--- src/rtl/instr_loader_pkg.sv ---
// Shared definitions for the instruction-memory loader.
// The instruction-memory geometry constants are also used by the CPU top
// level and the instruction RAM, so the three blocks agree on the depth.
// Contents:
//   state_t           loader FSM encoding (LOAD, WRITE, DONE)
//   IMEM_ADDR_WIDTH   default word-address width of instruction memory
//   IMEM_DEPTH        default instruction memory depth in words
//   END_WORD_DEFAULT  default end-of-program marker word
package instr_loader_pkg;

    typedef enum logic [1:0] {
        LOAD  = 2'd0,
        WRITE = 2'd1,
        DONE  = 2'd2
    } state_t;

    localparam int          IMEM_ADDR_WIDTH  = 9;
    localparam int          IMEM_DEPTH       = 1 << IMEM_ADDR_WIDTH;
    localparam logic [31:0] END_WORD_DEFAULT = 32'hFFFF_FFFF;

endpackage

--- src/rtl/instr_loader_byte_assembler.sv ---
// Packs a stream of bytes into a big-endian 32-bit word.
// The first byte of a word ends up in bits 31:24 and the fourth in bits 7:0.
// Ports:
//   clk            system clock, rising edge
//   rst            synchronous active-high reset
//   accept         a byte is consumed on this edge
//   clear          drop any partial word and restart at byte 0
//   data           incoming byte
//   word           assembled word (registered)
//   word_complete  high in the cycle the 4th byte of a word is accepted
module byte_assembler (
    input  logic        clk,
    input  logic        rst,
    input  logic        accept,
    input  logic        clear,
    input  logic [7:0]  data,
    output logic [31:0] word,
    output logic        word_complete
);

    logic [1:0] byte_idx;

    // Shifting left means that after four bytes the first one sits in the top
    // byte lane, which gives big-endian order without decoding the index.
    // The index wraps 3 -> 0 on its own once the 4th byte is taken.
    always_ff @(posedge clk) begin
        if (rst || clear) begin
            byte_idx <= 2'd0;
            word     <= 32'd0;
        end else if (accept) begin
            byte_idx <= byte_idx + 2'd1;
            word     <= {word[23:0], data};
        end
    end

    assign word_complete = accept && (byte_idx == 2'd3);

endmodule

--- src/rtl/instr_loader.sv ---
// Writer side of the instruction-memory interface.
// Collects bytes over a valid/ready handshake, assembles big-endian words,
// writes them to consecutive instruction RAM addresses and keeps the CPU
// frozen until the end-of-program marker is written or memory is full.
// Ports:
//   clk         system clock, rising edge
//   rst         synchronous active-high reset
//   start       one-cycle pulse; restarts a load from DONE only
//   in_valid    in_data holds a valid byte
//   in_data     stream byte
//   in_ready    a byte is accepted this cycle when in_valid is also high
//   ram_we      instruction RAM write enable
//   ram_addr    instruction RAM word address
//   ram_wdata   instruction RAM write data
//   cpu_hold    freezes CPU PC and pipeline while high
//   done        load finished
//   overflow    memory filled before the end marker arrived
//   word_count  words written in this load, end marker included
module instr_loader
    import instr_loader_pkg::*;
#(
    parameter int          ADDR_WIDTH = IMEM_ADDR_WIDTH,
    parameter logic [31:0] END_WORD   = END_WORD_DEFAULT
) (
    input  logic                  clk,
    input  logic                  rst,
    input  logic                  start,
    input  logic                  in_valid,
    input  logic [7:0]            in_data,
    output logic                  in_ready,
    output logic                  ram_we,
    output logic [ADDR_WIDTH-1:0] ram_addr,
    output logic [31:0]           ram_wdata,
    output logic                  cpu_hold,
    output logic                  done,
    output logic                  overflow,
    output logic [ADDR_WIDTH:0]   word_count
);

    state_t      state;
    state_t      next_state;
    logic        accept;
    logic        restart;
    logic        word_complete;
    logic        last_addr;
    logic        is_end;
    logic [31:0] word;

    assign accept    = in_valid && in_ready;
    assign restart   = (state == DONE) && start;
    assign last_addr = (ram_addr == {ADDR_WIDTH{1'b1}});
    assign is_end    = (word == END_WORD);

    byte_assembler u_byte_assembler (
        .clk           (clk),
        .rst           (rst),
        .accept        (accept),
        .clear         (restart),
        .data          (in_data),
        .word          (word),
        .word_complete (word_complete)
    );

    // The assembler register already holds the finished word during WRITE.
    assign ram_wdata = word;

    // State register
    always_ff @(posedge clk) begin
        if (rst) begin
            state <= LOAD;
        end else begin
            state <= next_state;
        end
    end

    // Next-state logic
    always_comb begin
        next_state = state;
        unique case (state)
            LOAD:    if (word_complete) next_state = WRITE;
            WRITE:   if (is_end || last_addr) next_state = DONE;
                     else next_state = LOAD;
            DONE:    if (start) next_state = LOAD;
            default: next_state = LOAD;
        endcase
    end

    // Outputs decoded from registered state
    always_comb begin
        in_ready = (state == LOAD);
        ram_we   = (state == WRITE);
        cpu_hold = (state != DONE);
    end

    // Address counter and status flags. The end marker takes priority over
    // the full-memory check, so a marker in the last slot is not an overflow.
    // The address is held on the last slot so it never wraps within a load.
    always_ff @(posedge clk) begin
        if (rst || restart) begin
            ram_addr   <= '0;
            word_count <= '0;
            done       <= 1'b0;
            overflow   <= 1'b0;
        end else if (state == WRITE) begin
            word_count <= word_count + {{ADDR_WIDTH{1'b0}}, 1'b1};
            if (is_end) begin
                done <= 1'b1;
            end else if (last_addr) begin
                done     <= 1'b1;
                overflow <= 1'b1;
            end else begin
                ram_addr <= ram_addr + {{(ADDR_WIDTH-1){1'b0}}, 1'b1};
            end
        end
    end

endmodule

--- config.mk ---
export PLATFORM = sky130hd
export DESIGN_NAME = instr_loader
export DESIGN_NICKNAME = d
export VERILOG_FILES = /design/src/rtl/instr_loader_pkg.sv /design/src/rtl/instr_loader_byte_assembler.sv /design/src/rtl/instr_loader.sv
export SDC_FILE = /design/constraint.sdc
export NUM_CORES = 1
export LEC_CHECK = 0
export BUFFER_PORTS_ARGS = -buffer_cell sky130_fd_sc_hd__buf_2
export CAP_MARGIN = 25
export CORE_MARGIN = 1.5
export CORE_UTILIZATION = 46
export DETAILED_ROUTE_END_ITERATION = 8
export PLACE_DENSITY = 0.82
export SLEW_MARGIN = 20
export SYNTH_ARGS = -nofsm -noshare
export SYNTH_HDL_FRONTEND = slang
export SYNTH_SLANG_ARGS = --single-unit
--- constraint.sdc ---
create_clock -name clk -period 2 [get_ports clk]
set_clock_uncertainty 0.05 [all_clocks]
set_input_delay 0.2 -clock clk [delete_from_list [all_inputs] [get_ports clk]]
set_output_delay 0.2 -clock clk [all_outputs]
set_load 0.01 [all_outputs]
==> results of run 1 <==
## kinds of logic after synthesis
family	count (synthesis)
DFF	57
muxes	7
adders and majority gates	4
xor gates and xnor gates	9
and+or+nand+nor	137
buffers and inverters	20
AOI/OAI and AO/OA	55
## synth_stat cells (2+ instances only)
master and n:
sky130_fd_sc_hd__xor2_1 4, sky130_fd_sc_hd__a211oi_1 3, sky130_fd_sc_hd__nand4_1 11, sky130_fd_sc_hd__a2111oi_0 2, sky130_fd_sc_hd__nor3_1 3, sky130_fd_sc_hd__ha_1 4
sky130_fd_sc_hd__mux2i_1 7, sky130_fd_sc_hd__nand3_1 4, sky130_fd_sc_hd__a21oi_1 40, sky130_fd_sc_hd__nand2_1 90, sky130_fd_sc_hd__a21o_1 2, sky130_fd_sc_hd__xnor2_1 5
sky130_fd_sc_hd__dfxtp_1 57, sky130_fd_sc_hd__clkbuf_1 10, sky130_fd_sc_hd__nand2b_1 6, sky130_fd_sc_hd__inv_1 4, sky130_fd_sc_hd__nor4_1 2, sky130_fd_sc_hd__buf_1 4
sky130_fd_sc_hd__or4_1 2, sky130_fd_sc_hd__a2111o_1 2, sky130_fd_sc_hd__o21ai_0 3, sky130_fd_sc_hd__nor2_1 11
## power groups by stage
stage	Clock (uW)	Sequential (uW)	Combinational, uW
detailed placement	0	1200	130
finish	1050	1180	130
CTS	1070	1180	130
global placement	0	1200	126
floorplan	0	1210	66.9
global route	1130	1180	146
## worst max path at each step
stage	end
floorplan	ram_addr[6]$_SDFFE_PP0P_
global placement	ram_addr[6]$_SDFFE_PP0P_
detailed placement	ram_addr[7]$_SDFFE_PP0P_
CTS	ram_addr[6]$_SDFFE_PP0P_
global route	ram_addr[6]$_SDFFE_PP0P_
finish	ram_addr[6]$_SDFFE_PP0P_
## area by class of cell
cell class	count	share of cell area, %
clock inverters	5	1.808
flip-flops and latches	57	37.48
well taps	67	2.754
inverters	5	0.6165
repair buffers	80	15.04
clock buffers	11	4.644
multi-input cells	212	37.65
## flip-flops by register name, indices dropped and copies added, names as in the netlist
register / cells
u_byte_assembler.word: 32
word_count: 10
ram_addr: 9
state: 2
u_byte_assembler.byte_idx: 2
done: 1
overflow: 1
## repair_timing
item,in CTS,in global routing
setup endpoints to repair,1,4
pin swaps,0,0
resized for setup,1,6
## worst max-delay path, stage by stage (launching register included)
cell and delay, ns:
sky130_fd_sc_hd__dfxtp_1 0.31, sky130_fd_sc_hd__ha_2 0.19, sky130_fd_sc_hd__nand3_2 0.09, sky130_fd_sc_hd__nor3_1 0.06, sky130_fd_sc_hd__ha_2 0.17, sky130_fd_sc_hd__or4_4 0.55
sky130_fd_sc_hd__a2111o_1 0.38, sky130_fd_sc_hd__o21ai_0 0.06
## layout by cell type (no fill, tap or decap), types with 2 or more instances in the layout
cell type / instances
sky130_fd_sc_hd__clkbuf_8: 10
sky130_fd_sc_hd__nand4_1: 11
sky130_fd_sc_hd__xor2_1: 4
sky130_fd_sc_hd__mux2i_1: 7
sky130_fd_sc_hd__ha_1: 2
sky130_fd_sc_hd__buf_4: 11
sky130_fd_sc_hd__clkinv_2: 2
sky130_fd_sc_hd__inv_1: 4
sky130_fd_sc_hd__a2111o_1: 2
sky130_fd_sc_hd__nor4_1: 2
sky130_fd_sc_hd__ha_2: 2
sky130_fd_sc_hd__a2111oi_2: 2
sky130_fd_sc_hd__xnor2_1: 5
sky130_fd_sc_hd__clkinvlp_4: 2
sky130_fd_sc_hd__nand3_1: 3
sky130_fd_sc_hd__a21o_1: 2
sky130_fd_sc_hd__nand2_1: 90
sky130_fd_sc_hd__a21oi_1: 40
sky130_fd_sc_hd__a211oi_1: 3
sky130_fd_sc_hd__buf_12: 2
sky130_fd_sc_hd__nand2b_1: 6
sky130_fd_sc_hd__buf_2: 67
sky130_fd_sc_hd__dfxtp_1: 57
sky130_fd_sc_hd__o21ai_0: 3
sky130_fd_sc_hd__nor3_1: 3
sky130_fd_sc_hd__nor2_1: 11
## metrics by stage
step / std cells / utilization [%]
6_report: 437 / 63.19
5_1_grt: 437 / 63.19
4_1_cts: 437 / 62.73
3_5_place_dp: 421 / 58.62
3_3_place_gp: 420 / 58.47
2_1_floorplan: 289 / -
## layer usage
metal | part of all wire [%] | track usage (%) | vias to the layer above
met3 | 5.1 | 5.285 | 2
met4 | 0.72 | 10.91 | 0
met1 | 45 | 27.62 | 1037
li1 | - | - | 1130
met2 | 49 | 31.85 | 70
met5 | 0 | 0 | -
==> PnR_summary.wiki, run 1 <==
{| class="wikitable"
! Metric !! Value
|-
| # H-tree levels || 3
|-
| Layout net count || 381
|-
| TritonCTS clock tree || built
|-
| Area of the mapped netlist || 2337 sq um
|-
| Reg power frac || 49.9%
|-
| Relative contribution of combinational cells to total power || 5.5%
|-
| Overflow left after global routing || 0
|-
| GP Congestion || 0.8560
|-
| Power, Total || 2363 uW
|-
| Switch Pwr || 550.2 uW
|-
| Leakage power summed over all cells || 0.001253 uW
|-
| Final Max Tran Viols || 0
|-
| R2r startpoint || ram_addr[0]$_SDFFE_PP0P_
|-
| Placed instance area || 2824 sq um
|-
| Design Area, Final || 3044 sq um
|-
| ANT nets after route || 0
|-
| Synthesized instance count || 289
|-
| Maximum number of pins on one net before global-route repair || 35
|-
| Worst Reg-to-Reg Cells || 7
|-
| Relative slew slack || 59.16%
|-
| Syn Area/Cell || 8.087 sq um
|-
| Die span in y || 74.28 um
|-
| Total area of multi-input combinational cells || 1146 sq um
|-
| Pre-CTS setup slack || -0.01119 ns
|-
| Starting density of the core || 48.52%
|-
| Number of hold-slack violations in the final timing report || 0
|-
| Type of origin of the critical path || register
|-
| Max clock buf depth || 2
|-
| Required time of the critical path || 2.20 ns
|-
| I/O Buffers || 67
|-
| Capturing element type of the critical path || register
|-
| CTS clock-pin slew for the worst setup and hold paths || 0.06 ns
|-
| Clock network power share || 44.6%
|-
| Gr usage total || 20.99%
|-
| Hold bufs inserted after CTS || 0
|-
| Register bit total from synthesis || 57
|-
| Global-route wire length before repair || 8.797 mm
|-
| Classification of the worst-slack hold path || input pin to register
|-
| Worst r2r dst || ram_addr[6]$_SDFFE_PP0P_
|-
| Setup Crit Path Kind || register to register
|-
| Worst-Skew Late Latency || 0.33 ns
|-
| Final period utilization || 96.92%
|-
| Multiplexer area fraction after synthesis || 2.998%
|-
| Clock sink count || 57
|-
| Post-route worst hold slack || 0.04221 ns
|-
| Total routed wirelength || 5.574 mm
|-
| Worst hold path startpoint || rst
|-
| Final routed wire length divided by cell count || 12.76 um
|-
| Number of antenna repair diodes || 0
|-
| Unique masters post-synth || 35
|-
| Synthesis warning total || 0
|-
| Worst-Margin Slew || 0.6126 ns
|-
| Least setup slack across all paths after layout || 0.06151 ns
|-
| Total die area || 5518 sq um
|-
| Drt drc || 0
|-
| Chip width || 74.28 um
|-
| Post-synthesis cell type with the largest combined area || sky130_fd_sc_hd__dfxtp_1
|-
| Peak supply drop || 636.0 uV
|-
| Sequential Area || 1141 sq um
|-
| Number of fill cells in the layout || 422
|-
| Core box area || 4817 sq um
|-
| Mapped Nets || 305
|-
| Layout-stage area growth over the synthesis result || 30.25%
|-
| Pwr per Cell Area || 776.3 nW/um^2
|-
| Maximum clock frequency || 515.9 MHz
|-
| Post-CTS setup-driven buffer insertion count || 0
|-
| Share of synthesized cell area in and, or, nand and nor gates || 25.96%
|-
| Vias after detailed routing || 2239
|-
| Worst Hold End || state[0]$_SDFFE_PP0P_
|-
| Area fraction in compound gates after synthesis || 13.44%
|-
| CP max FO || 3
|-
| Number of clock buffers inserted by TritonCTS || 9
|-
| Share of layout cells above drive strength 1 || 27.57%
|-
| Top area cells in the synthesized netlist || sky130_fd_sc_hd__dfxtp_1 (49%), sky130_fd_sc_hd__nand2_1 (14%), sky130_fd_sc_hd__a21oi_1 (8.6%), sky130_fd_sc_hd__mux2i_1 (3.0%), sky130_fd_sc_hd__nand4_1 (2.9%)
|-
| Routed vias/inst || 5.124
|-
| Clock root buffer master || sky130_fd_sc_hd__clkbuf_8
|-
| Share of synthesized flip-flops with an asynchronous set or reset || 0%
|-
| Internal reg-to-reg setup slack || 0.06 ns
|-
| EDFF count, synth || 0
|-
| Vias in the first global route || 1899
|-
| DRC violation total after the first TritonRoute iteration || 105
|-
| Area share of fa/ha/maj cells after synthesis || 2.141%
|-
| Number of detailed-routing iterations run before antenna repair || 4
|-
| Area share of xor/xnor cells in the synthesized design || 3.373%
|-
| Area share of the leading cell type in the synthesized netlist || 48.82%
|-
| Number of top-level design ports || 68
|-
| Hold path depth || 2
|-
| Seq/Total Area, Yosys || 48.82%
|-
| Top flip-flop cell by instance count after synthesis || sky130_fd_sc_hd__dfxtp_1
|-
| Worst path arrival time || 2.14 ns
|-
| Switching part of the total || 23.28%
|-
| Max Cap Violations || 0
|-
| Time the worst path needs with I/O delays and setup || 1.938 ns
|-
| Dominant combinational cell family by area after synthesis || simple AND/OR/NAND/NOR gates
|-
| Initial antenna violation count || 0
|-
| Result of the run || completed
|-
| Unrepaired setup endpoints after global routing || false
|-
| Std-Cell Rows || 25
|-
| Internal power || 1813 uW
|-
| Post-DP HPWL || 3.798 mm
|-
| Crit. Startpoint || ram_addr[0]$_SDFFE_PP0P_
|-
| Setup TNS || 0 ns
|-
| Count of endpoints failing setup in the final report || 0
|}
Power figures use the tool's default switching activity.
==> run 2: changes to the inputs <==
Settings changed: CELL_PAD_IN_SITES_DETAIL_PLACEMENT set to 1, CELL_PAD_IN_SITES_GLOBAL_PLACEMENT set to 1, CORE_UTILIZATION 46 to 35, SYNTH_HIERARCHICAL set to 1.
==> PnR_summary.wiki, run 2 <==
{| class="wikitable"
! Metric !! Value
|-
| Number of top-level design ports || 68 (unchanged)
|-
| Synthesis warning total || 6 (was 0)
|-
| Overflow left after global routing || 0 (unchanged)
|-
| Post-synthesis cell type with the largest combined area || sky130_fd_sc_hd__dfxtp_1 (unchanged)
|-
| Post-DP HPWL || 4.233 mm (was 3.798 mm)
|-
| Number of hold-slack violations in the final timing report || 0 (unchanged)
|-
| Die span in y || 86.32 um (was 74.28 um)
|-
| Classification of the worst-slack hold path || input pin to register (unchanged)
|-
| Reg power frac || 44.7% (was 49.9%)
|-
| I/O Buffers || 67 (unchanged)
|-
| # H-tree levels || 3 (unchanged)
|-
| Maximum number of pins on one net before global-route repair || 36 (was 35)
|-
| Least setup slack across all paths after layout || 0.1014 ns (was 0.06151 ns)
|-
| Worst Hold End || state[1]$_SDFFE_PP0P_ (was state[0]$_SDFFE_PP0P_)
|-
| Internal reg-to-reg setup slack || 0.10 ns (was 0.06 ns)
|-
| Worst hold path startpoint || rst (unchanged)
|-
| Vias in the first global route || 2009 (was 1899)
|-
| GP Congestion || 0.7882 (was 0.8560)
|-
| Initial antenna violation count || 0 (unchanged)
|-
| Worst-Margin Slew || 0.3696 ns (was 0.6126 ns)
|-
| Buffers & Inverters on Critical Path || 0 (unchanged)
|-
| ANT nets after route || 0 (unchanged)
|-
| Number of antenna repair diodes || 0 (unchanged)
|-
| Worst path arrival time || 2.07 ns (was 2.14 ns)
|-
| TritonCTS clock tree || built (unchanged)
|-
| Capturing element type of the critical path || register (unchanged)
|-
| Maximum clock frequency || 526.7 MHz (was 515.9 MHz)
|-
| Register bit total from synthesis || 57 (unchanged)
|-
| CP max FO || 4 (was 3)
|-
| Seq/Total Area, Yosys || 46.96% (was 48.82%)
|-
| Max Cap Violations || 0 (unchanged)
|-
| Top flip-flop cell by instance count after synthesis || sky130_fd_sc_hd__dfxtp_1 (unchanged)
|-
| Worst-Skew Late Latency || 0.33 ns (about the same)
|-
| Vias after detailed routing || 1984 (was 2239)
|-
| Registers with the most flip-flops || u_byte_assembler/word x32, word_count x10, ram_addr x9 (was u_byte_assembler.word x32, word_count x10, ram_addr x9)
|-
| Share of layout cells above drive strength 1 || 33.02% (was 27.57%)
|-
| Clock root buffer master || sky130_fd_sc_hd__clkbuf_8 (unchanged)
|-
| Cell family with most CP delay || simple AND/OR/NAND/NOR gates (unchanged)
|-
| Synth cell count leaders || sky130_fd_sc_hd__dfxtp_1 (57), sky130_fd_sc_hd__nor2_1 (51), sky130_fd_sc_hd__mux2i_1 (34) (was sky130_fd_sc_hd__nand2_1 (90), sky130_fd_sc_hd__dfxtp_1 (57), sky130_fd_sc_hd__a21oi_1 (40))
|-
| Gr usage total || 17.15% (was 20.99%)
|-
| Pwr per Cell Area || 861.1 nW/um^2 (was 776.3 nW/um^2)
|-
| Total routed wirelength || 6.008 mm (was 5.574 mm)
|-
| Number of flip-flops in the largest register || 32 (unchanged)
|-
| Max clock buf depth || 2 (unchanged)
|-
| Chip width || 86.32 um (was 74.28 um)
|-
| Core box area || 6756 sq um (was 4817 sq um)
|-
| Switching part of the total || 21.32% (was 23.28%)
|-
| Worst Reg-to-Reg Cells || 8 (was 7)
|-
| Total die area || 7451 sq um (was 5518 sq um)
|-
| Synthesized instance count || 240 (was 289)
|-
| Area of the mapped netlist || 2430 sq um (was 2337 sq um)
|-
| Register ranked first by flip-flop count || u_byte_assembler/word (was u_byte_assembler.word)
|-
| Critical Path Max Stage Delay || 0.42 ns (was 0.55 ns)
|-
| Drt drc || 0 (unchanged)
|-
| Share of synthesized flip-flops with an asynchronous set or reset || 0% (unchanged)
|-
| Area share of the leading cell type in the synthesized netlist || 46.96% (was 48.82%)
|-
| Std-Cell Rows || 30 (was 25)
|-
| Time the worst path needs with I/O delays and setup || 1.899 ns (was 1.938 ns)
|-
| Syn Area/Cell || 10.12 sq um (was 8.087 sq um)
|-
| Routed vias/inst || 4.948 (was 5.124)
|-
| Design Area, Final || 3074 sq um (was 3044 sq um)
|-
| Mapped Nets || 256 (was 305)
|-
| Final period utilization || 94.93% (was 96.92%)
|-
| Leakage power summed over all cells || 0.001486 uW (was 0.001253 uW)
|-
| Hold bufs inserted after CTS || 0 (unchanged)
|-
| Placed instance area || 2819 sq um (was 2824 sq um)
|-
| Relative slew slack || 75.36% (was 59.16%)
|-
| Type of origin of the critical path || register (unchanged)
|-
| DRC violation total after the first TritonRoute iteration || 48 (was 105)
|-
| Clock sink count || 57 (unchanged)
|-
| EDFF count, synth || 0 (unchanged)
|-
| Final routed wire length divided by cell count || 14.98 um (was 12.76 um)
|-
| Most frequent standard cell in the layout excluding fill and tap cells || sky130_fd_sc_hd__buf_2 (was sky130_fd_sc_hd__nand2_1)
|-
| Count of endpoints failing setup in the final report || 0 (unchanged)
|-
| Setup Crit Path Kind || register to register (unchanged)
|-
| Final Max Tran Viols || 0 (unchanged)
|-
| Top area cells in the synthesized netlist || sky130_fd_sc_hd__dfxtp_1 (47%), sky130_fd_sc_hd__mux2i_1 (14%), sky130_fd_sc_hd__nor2_1 (7.9%), sky130_fd_sc_hd__buf_6 (2.8%), sky130_fd_sc_hd__nand4_1 (2.6%) (was sky130_fd_sc_hd__dfxtp_1 (49%), sky130_fd_sc_hd__nand2_1 (14%), sky130_fd_sc_hd__a21oi_1 (8.6%), sky130_fd_sc_hd__mux2i_1 (3.0%), sky130_fd_sc_hd__nand4_1 (2.9%))
|-
| Cell with the largest stage delay on the worst path || sky130_fd_sc_hd__or3_4 (was sky130_fd_sc_hd__or4_4)
|-
| Starting density of the core || 35.96% (was 48.52%)
|-
| Global-route wire length before repair || 9.853 mm (was 8.797 mm)
|-
| Setup TNS || 0 ns (unchanged)
|-
| Number of clock buffers inserted by TritonCTS || 9 (unchanged)
|-
| Hold path depth || 2 (unchanged)
|-
| Number of detailed-routing iterations run before antenna repair || 4 (unchanged)
|-
| R2r startpoint || ram_addr[4]$_SDFFE_PP0P_ (was ram_addr[0]$_SDFFE_PP0P_)
|-
| Relative contribution of combinational cells to total power || 5.4% (was 5.5%)
|-
| Power, Total || 2647 uW (was 2363 uW)
|-
| Most frequent cell after synthesis || sky130_fd_sc_hd__dfxtp_1 (was sky130_fd_sc_hd__nand2_1)
|-
| Unique masters post-synth || 35 (unchanged)
|-
| Layout-stage area growth over the synthesis result || 26.52% (was 30.25%)
|-
| Switch Pwr || 564.4 uW (was 550.2 uW)
|-
| Core utilization of the finished layout || 45.50% (was 63.19%)
|-
| Pre-CTS setup slack || 0.06801 ns (was -0.01119 ns)
|-
| Clock network power share || 49.9% (was 44.6%)
|-
| CTS clock-pin slew for the worst setup and hold paths || 0.06 ns (about the same)
|-
| Required time of the critical path || 2.17 ns (was 2.20 ns)
|-
| Peak supply drop || 460.2 uV (was 636.0 uV)
|-
| Internal power || 2083 uW (was 1813 uW)
|-
| Result of the run || completed (unchanged)
|-
| Most frequent cells in the layout || sky130_fd_sc_hd__buf_2 (67), sky130_fd_sc_hd__dfxtp_1 (56), sky130_fd_sc_hd__nor2_1 (51), sky130_fd_sc_hd__mux2i_1 (34) (was sky130_fd_sc_hd__nand2_1 (90), sky130_fd_sc_hd__buf_2 (67), sky130_fd_sc_hd__dfxtp_1 (57), sky130_fd_sc_hd__a21oi_1 (40))
|-
| Layout net count || 332 (was 381)
|-
| Ordered cell list for the critical path || and2_4, nand3_1, nor2_1, ha_1, or3_4, a21oi_4, a21oi_1, a31o_1 (was ha_2, nand3_2, nor3_1, ha_2, or4_4, a2111o_1, o21ai_0)
|-
| Worst r2r dst || ram_addr[5]$_SDFFE_PP0P_ (was ram_addr[6]$_SDFFE_PP0P_)
|}
-- run 2: cell types whose count changed after synthesis, moves of 6 or more --
cell,before,now
sky130_fd_sc_hd__clkbuf_1,10,0
sky130_fd_sc_hd__nand2_1,90,10
sky130_fd_sc_hd__mux2i_1,7,34
sky130_fd_sc_hd__a21oi_1,40,6
sky130_fd_sc_hd__buf_6,0,6
sky130_fd_sc_hd__nor2_1,11,51
sky130_fd_sc_hd__nand3_1,4,10
-- run 2: area by class of cell --
cell class	count	area [sq um]
repair buffers	75	407.9
clock buffers	11	141.4
inverters	4	15.01
well taps	80	100.1
flip-flops and latches	57	1142
multi-input cells	169	1165
fillers	791	3682
clock inverters	5	102.6
-- run 2: per-layer routing --
| metal | wire (um) | track usage (%) | part of all wire (%) | up-vias |
|---|---|---|---|---|
| li1 | - | - | - | 976 |
| met1 | 2688 | 21.04 | 45 | 968 |
| met2 | 3023 | 28.20 | 50 | 34 |
| met3 | 216 | 5.524 | 3.6 | 6 |
| met4 | 80 | 6.158 | 1.3 | 0 |
| met5 | 0 | 0 | 0 | - |
-- run 2: cells by family (layout without fill, tap and decap cells) --
kind of cell / after synthesis / count (layout) / share of synthesized area (%)
AO/OA/AOI/OAI: 17 / 17 / 5.047
XOR/XNOR: 13 / 13 / 4.686
adder cells (fa/ha/maj): 4 / 4 / 2.060
buffers and inverters: 14 / 95 / 5.561
flip-flops: 57 / 57 / 46.96
multiplexers: 34 / 34 / 14.01
AND/OR/NAND/NOR: 101 / 101 / 21.68
-- run 2: power by group through the flow --
stage / Clock [uW] / Sequential, uW / Combinational (uW)
final: 1320 / 1180 / 142
after global routing: 1410 / 1190 / 156
after CTS: 1360 / 1180 / 144
after detailed placement: 0 / 1210 / 143
after global placement: 0 / 1210 / 139
after floorplan: 0 / 1210 / 101
-- run 2: how the worst max path moves through the flow --
stage	start	to	slack, ns	cells after the start
floorplan	ram_addr[0]$_SDFFE_PP0P_	ram_addr[5]$_SDFFE_PP0P_	0.09	8
global placement	ram_addr[3]$_SDFFE_PP0P_	ram_addr[5]$_SDFFE_PP0P_	0.16	8
detailed placement	ram_addr[3]$_SDFFE_PP0P_	ram_addr[5]$_SDFFE_PP0P_	0.07	8
CTS	ram_addr[4]$_SDFFE_PP0P_	ram_addr[5]$_SDFFE_PP0P_	0.05	8
global route	ram_addr[3]$_SDFFE_PP0P_	ram_addr[5]$_SDFFE_PP0P_	-0.002	8
finish	ram_addr[4]$_SDFFE_PP0P_	ram_addr[5]$_SDFFE_PP0P_	0.10	8
-- run 2: through the flow --
step	cells	hold slack, ns
2_1_floorplan	240	0.2191
3_3_place_gp	385	0.3718
3_5_place_dp	385	0.3755
4_1_cts	401	0.01209
5_1_grt	401	0.02259
6_report	401	0.03239
-- run 2: timing repair --
action | CTS | global route
setup buffers | 0 | 0
endpoints found under the setup margin | 0 | 5
resized for setup | 0 | 3
==> run 3: changes to the inputs <==
Settings changed: CORE_UTILIZATION 35 to 39, PLACE_DENSITY 0.82 to 0.9, SYNTH_HIERARCHICAL 1 to unset.
Clock period 2 ns to 2.3 ns, I/O delays scaled along.
==> PnR_summary.wiki, run 3 (synthesis gave the netlist of run 1 again) <==
{| class="wikitable"
! Metric !! Value
|-
| TritonCTS clock tree || built (unchanged)
|-
| Leakage power summed over all cells || 0.001221 uW (was 0.001486 uW)
|-
| Vias in the first global route || 2179 (was 2009)
|-
| Worst-Margin Slew || 0.7646 ns (was 0.3696 ns)
|-
| Vias after detailed routing || 2279 (was 1984)
|-
| Final Max Tran Viols || 0 (unchanged)
|-
| Worst path arrival time || 2.35 ns (was 2.07 ns)
|-
| Number of fill cells in the layout || 735 (was 791)
|-
| Max clock buf depth || 2 (unchanged)
|-
| Number of top-level design ports || 68 (unchanged)
|-
| Post-CTS setup-driven buffer insertion count || 0 (unchanged)
|-
| Global-route wire length before repair || 10.51 mm (was 9.853 mm)
|-
| Std-Cell Rows || 28 (was 30)
|-
| Overflow left after global routing || 0 (unchanged)
|-
| Most frequent cells in the layout || sky130_fd_sc_hd__nand2_1 (90), sky130_fd_sc_hd__buf_2 (67), sky130_fd_sc_hd__dfxtp_1 (57), sky130_fd_sc_hd__a21oi_1 (39) (was sky130_fd_sc_hd__buf_2 (67), sky130_fd_sc_hd__dfxtp_1 (56), sky130_fd_sc_hd__nor2_1 (51), sky130_fd_sc_hd__mux2i_1 (34))
|-
| Peak supply drop || 321.2 uV (was 460.2 uV)
|-
| CP max FO || 7 (was 4)
|-
| Total routed wirelength || 6.713 mm (was 6.008 mm)
|-
| Power, Total || 2105 uW (was 2647 uW)
|-
| I/O Buffers || 67 (unchanged)
|-
| Required time of the critical path || 2.51 ns (was 2.17 ns)
|-
| Layout net count || 374 (was 332)
|-
| Design Area, Final || 2979 sq um (was 3074 sq um)
|-
| Die span in y || 80.42 um (was 86.32 um)
|-
| Registers with the most flip-flops || u_byte_assembler.word x32, word_count x10, ram_addr x9 (was u_byte_assembler/word x32, word_count x10, ram_addr x9)
|-
| Capturing element type of the critical path || register (unchanged)
|-
| Max Cap Violations || 0 (unchanged)
|-
| Maximum number of pins on one net before global-route repair || 36 (unchanged)
|-
| Time the worst path needs with I/O delays and setup || 2.145 ns (was 1.899 ns)
|-
| Number of placed cells counting well taps || 422 (was 385)
|-
| Maximum clock frequency || 466.2 MHz (was 526.7 MHz)
|-
| DRC violation total after the first TritonRoute iteration || 81 (was 48)
|-
| Drt drc || 0 (unchanged)
|-
| Chip width || 80.42 um (was 86.32 um)
|-
| Number of gates given a new drive strength after cts || 0 (unchanged)
|-
| Setup TNS || 0 ns (unchanged)
|-
| Count of endpoints failing setup in the final report || 0 (unchanged)
|-
| Worst-Skew Late Latency || 0.34 ns (was 0.33 ns)
|-
| Core utilization of the finished layout || 50.92% (was 45.50%)
|-
| Classification of the worst-slack hold path || input pin to register (unchanged)
|-
| Final period utilization || 93.26% (was 94.93%)
|-
| Relative slew slack || 49.03% (was 75.36%)
|-
| Final routed wire length divided by cell count || 15.33 um (was 14.98 um)
|-
| Number of flip-flops in the largest register || 32 (unchanged)
|-
| Clock sink count || 57 (unchanged)
|-
| CTS clock-pin slew for the worst setup and hold paths || 0.07 ns (was 0.06 ns)
|-
| Core box area || 5851 sq um (was 6756 sq um)
|-
| Unrepaired setup endpoints after global routing || false
|-
| Post-DP HPWL || 4.504 mm (was 4.233 mm)
|-
| Total die area || 6467 sq um (was 7451 sq um)
|-
| Worst Reg-to-Reg Cells || 7 (was 8)
|-
| Gr usage total || 21.70% (was 17.15%)
|-
| Finished Layout Cells || 438 (was 401)
|-
| Number of clock buffers inserted by TritonCTS || 9 (unchanged)
|-
| Initial antenna violation count || 0 (unchanged)
|-
| Share of layout cells above drive strength 1 || 25.07% (was 33.02%)
|-
| Hold bufs inserted after CTS || 0 (unchanged)
|-
| Number of antenna repair diodes || 0 (unchanged)
|-
| Clock root buffer master || sky130_fd_sc_hd__clkbuf_8 (unchanged)
|-
| Number of detailed-routing iterations run before antenna repair || 4 (unchanged)
|-
| Layout-stage area growth over the synthesis result || 27.46% (was 26.52%)
|-
| Starting density of the core || 39.95% (was 35.96%)
|-
| Result of the run || completed (unchanged)
|-
| Type of origin of the critical path || register (unchanged)
|-
| Hold path depth || 2 (unchanged)
|-
| GP Congestion || 0.8309 (was 0.7882)
|-
| Setup Crit Path Kind || register to register (unchanged)
|-
| Number of hold-slack violations in the final timing report || 0 (unchanged)
|-
| Placed instance area || 2770 sq um (was 2819 sq um)
|-
| # H-tree levels || 3 (unchanged)
|-
| Register ranked first by flip-flop count || u_byte_assembler.word (was u_byte_assembler/word)
|-
| Routed vias/inst || 5.203 (was 4.948)
|-
| Most frequent standard cell in the layout excluding fill and tap cells || sky130_fd_sc_hd__nand2_1 (was sky130_fd_sc_hd__buf_2)
|-
| Pwr per Cell Area || 706.5 nW/um^2 (was 861.1 nW/um^2)
|-
| ANT nets after route || 0 (unchanged)
|}
[run 3: final timing paths]
check | to | from | slack, ns
max | ram_addr[6]$_SDFFE_PP0P_ | ram_addr[0]$_SDFFE_PP0P_ | 0.16
min | state[0]$_SDFFE_PP0P_ | rst | 0.07
max reg2reg | ram_addr[6]$_SDFFE_PP0P_ | ram_addr[0]$_SDFFE_PP0P_ | 0.16
min reg2reg | u_byte_assembler.byte_idx[1]$_SDFFE_PP0P_ | u_byte_assembler.byte_idx[1]$_SDFFE_PP0P_ | 0.41
[run 3: stage by stage]
stage	worst slack [ns]	hold slack, ns
finish	0.1550	0.06606
global route	0.01909	0.06962
CTS	0.08568	0.05427
detailed placement	0.1402	0.4022
global placement	0.2342	0.3947
floorplan	0.2641	0.2561
[run 3: final cells by class]
cell class,count,area (sq um),area share (%)
well taps,75,93.84,3.150
flip-flops and latches,57,1141,38.30
repair buffers,73,392.9,13.19
multi-input cells,212,1126,37.80
clock inverters,4,51.30,1.722
clock buffers,12,155.1,5.208
inverters,5,18.77,0.6300
[run 3: per-layer routing]
| metal | up-vias | track usage, % | share of wire (%) | routed length [um] |
|---|---|---|---|---|
| li1 | 1119 | - | - | - |
| met1 | 1092 | 25.29 | 44 | 2945 |
| met2 | 51 | 35.97 | 49 | 3320 |
| met3 | 17 | 5.909 | 4.0 | 270 |
| met4 | 0 | 11.55 | 2.6 | 177 |
| met5 | - | 0 | 0 | 0 |
[run 3: report_power, final]
part / internal (uW) / switching [uW] / total, uW / leakage, uW
clock: 559 / 409 / 969 / 0.000103
sequential: 1010 / 19.3 / 1030 / 0.000462
combinational: 39.7 / 70.9 / 111 / 0.000657
total: 1610 / 500 / 2100 / 0.00122
[run 3: critical path, cell delays in order, from the launching register on]
cell and delay [ns]:
sky130_fd_sc_hd__dfxtp_1 0.34, sky130_fd_sc_hd__ha_1 0.22, sky130_fd_sc_hd__nand3_1 0.14, sky130_fd_sc_hd__nor3_1 0.09, sky130_fd_sc_hd__ha_2 0.21, sky130_fd_sc_hd__or4_1 0.55, sky130_fd_sc_hd__a2111o_1 0.39, sky130_fd_sc_hd__o21ai_0 0.07
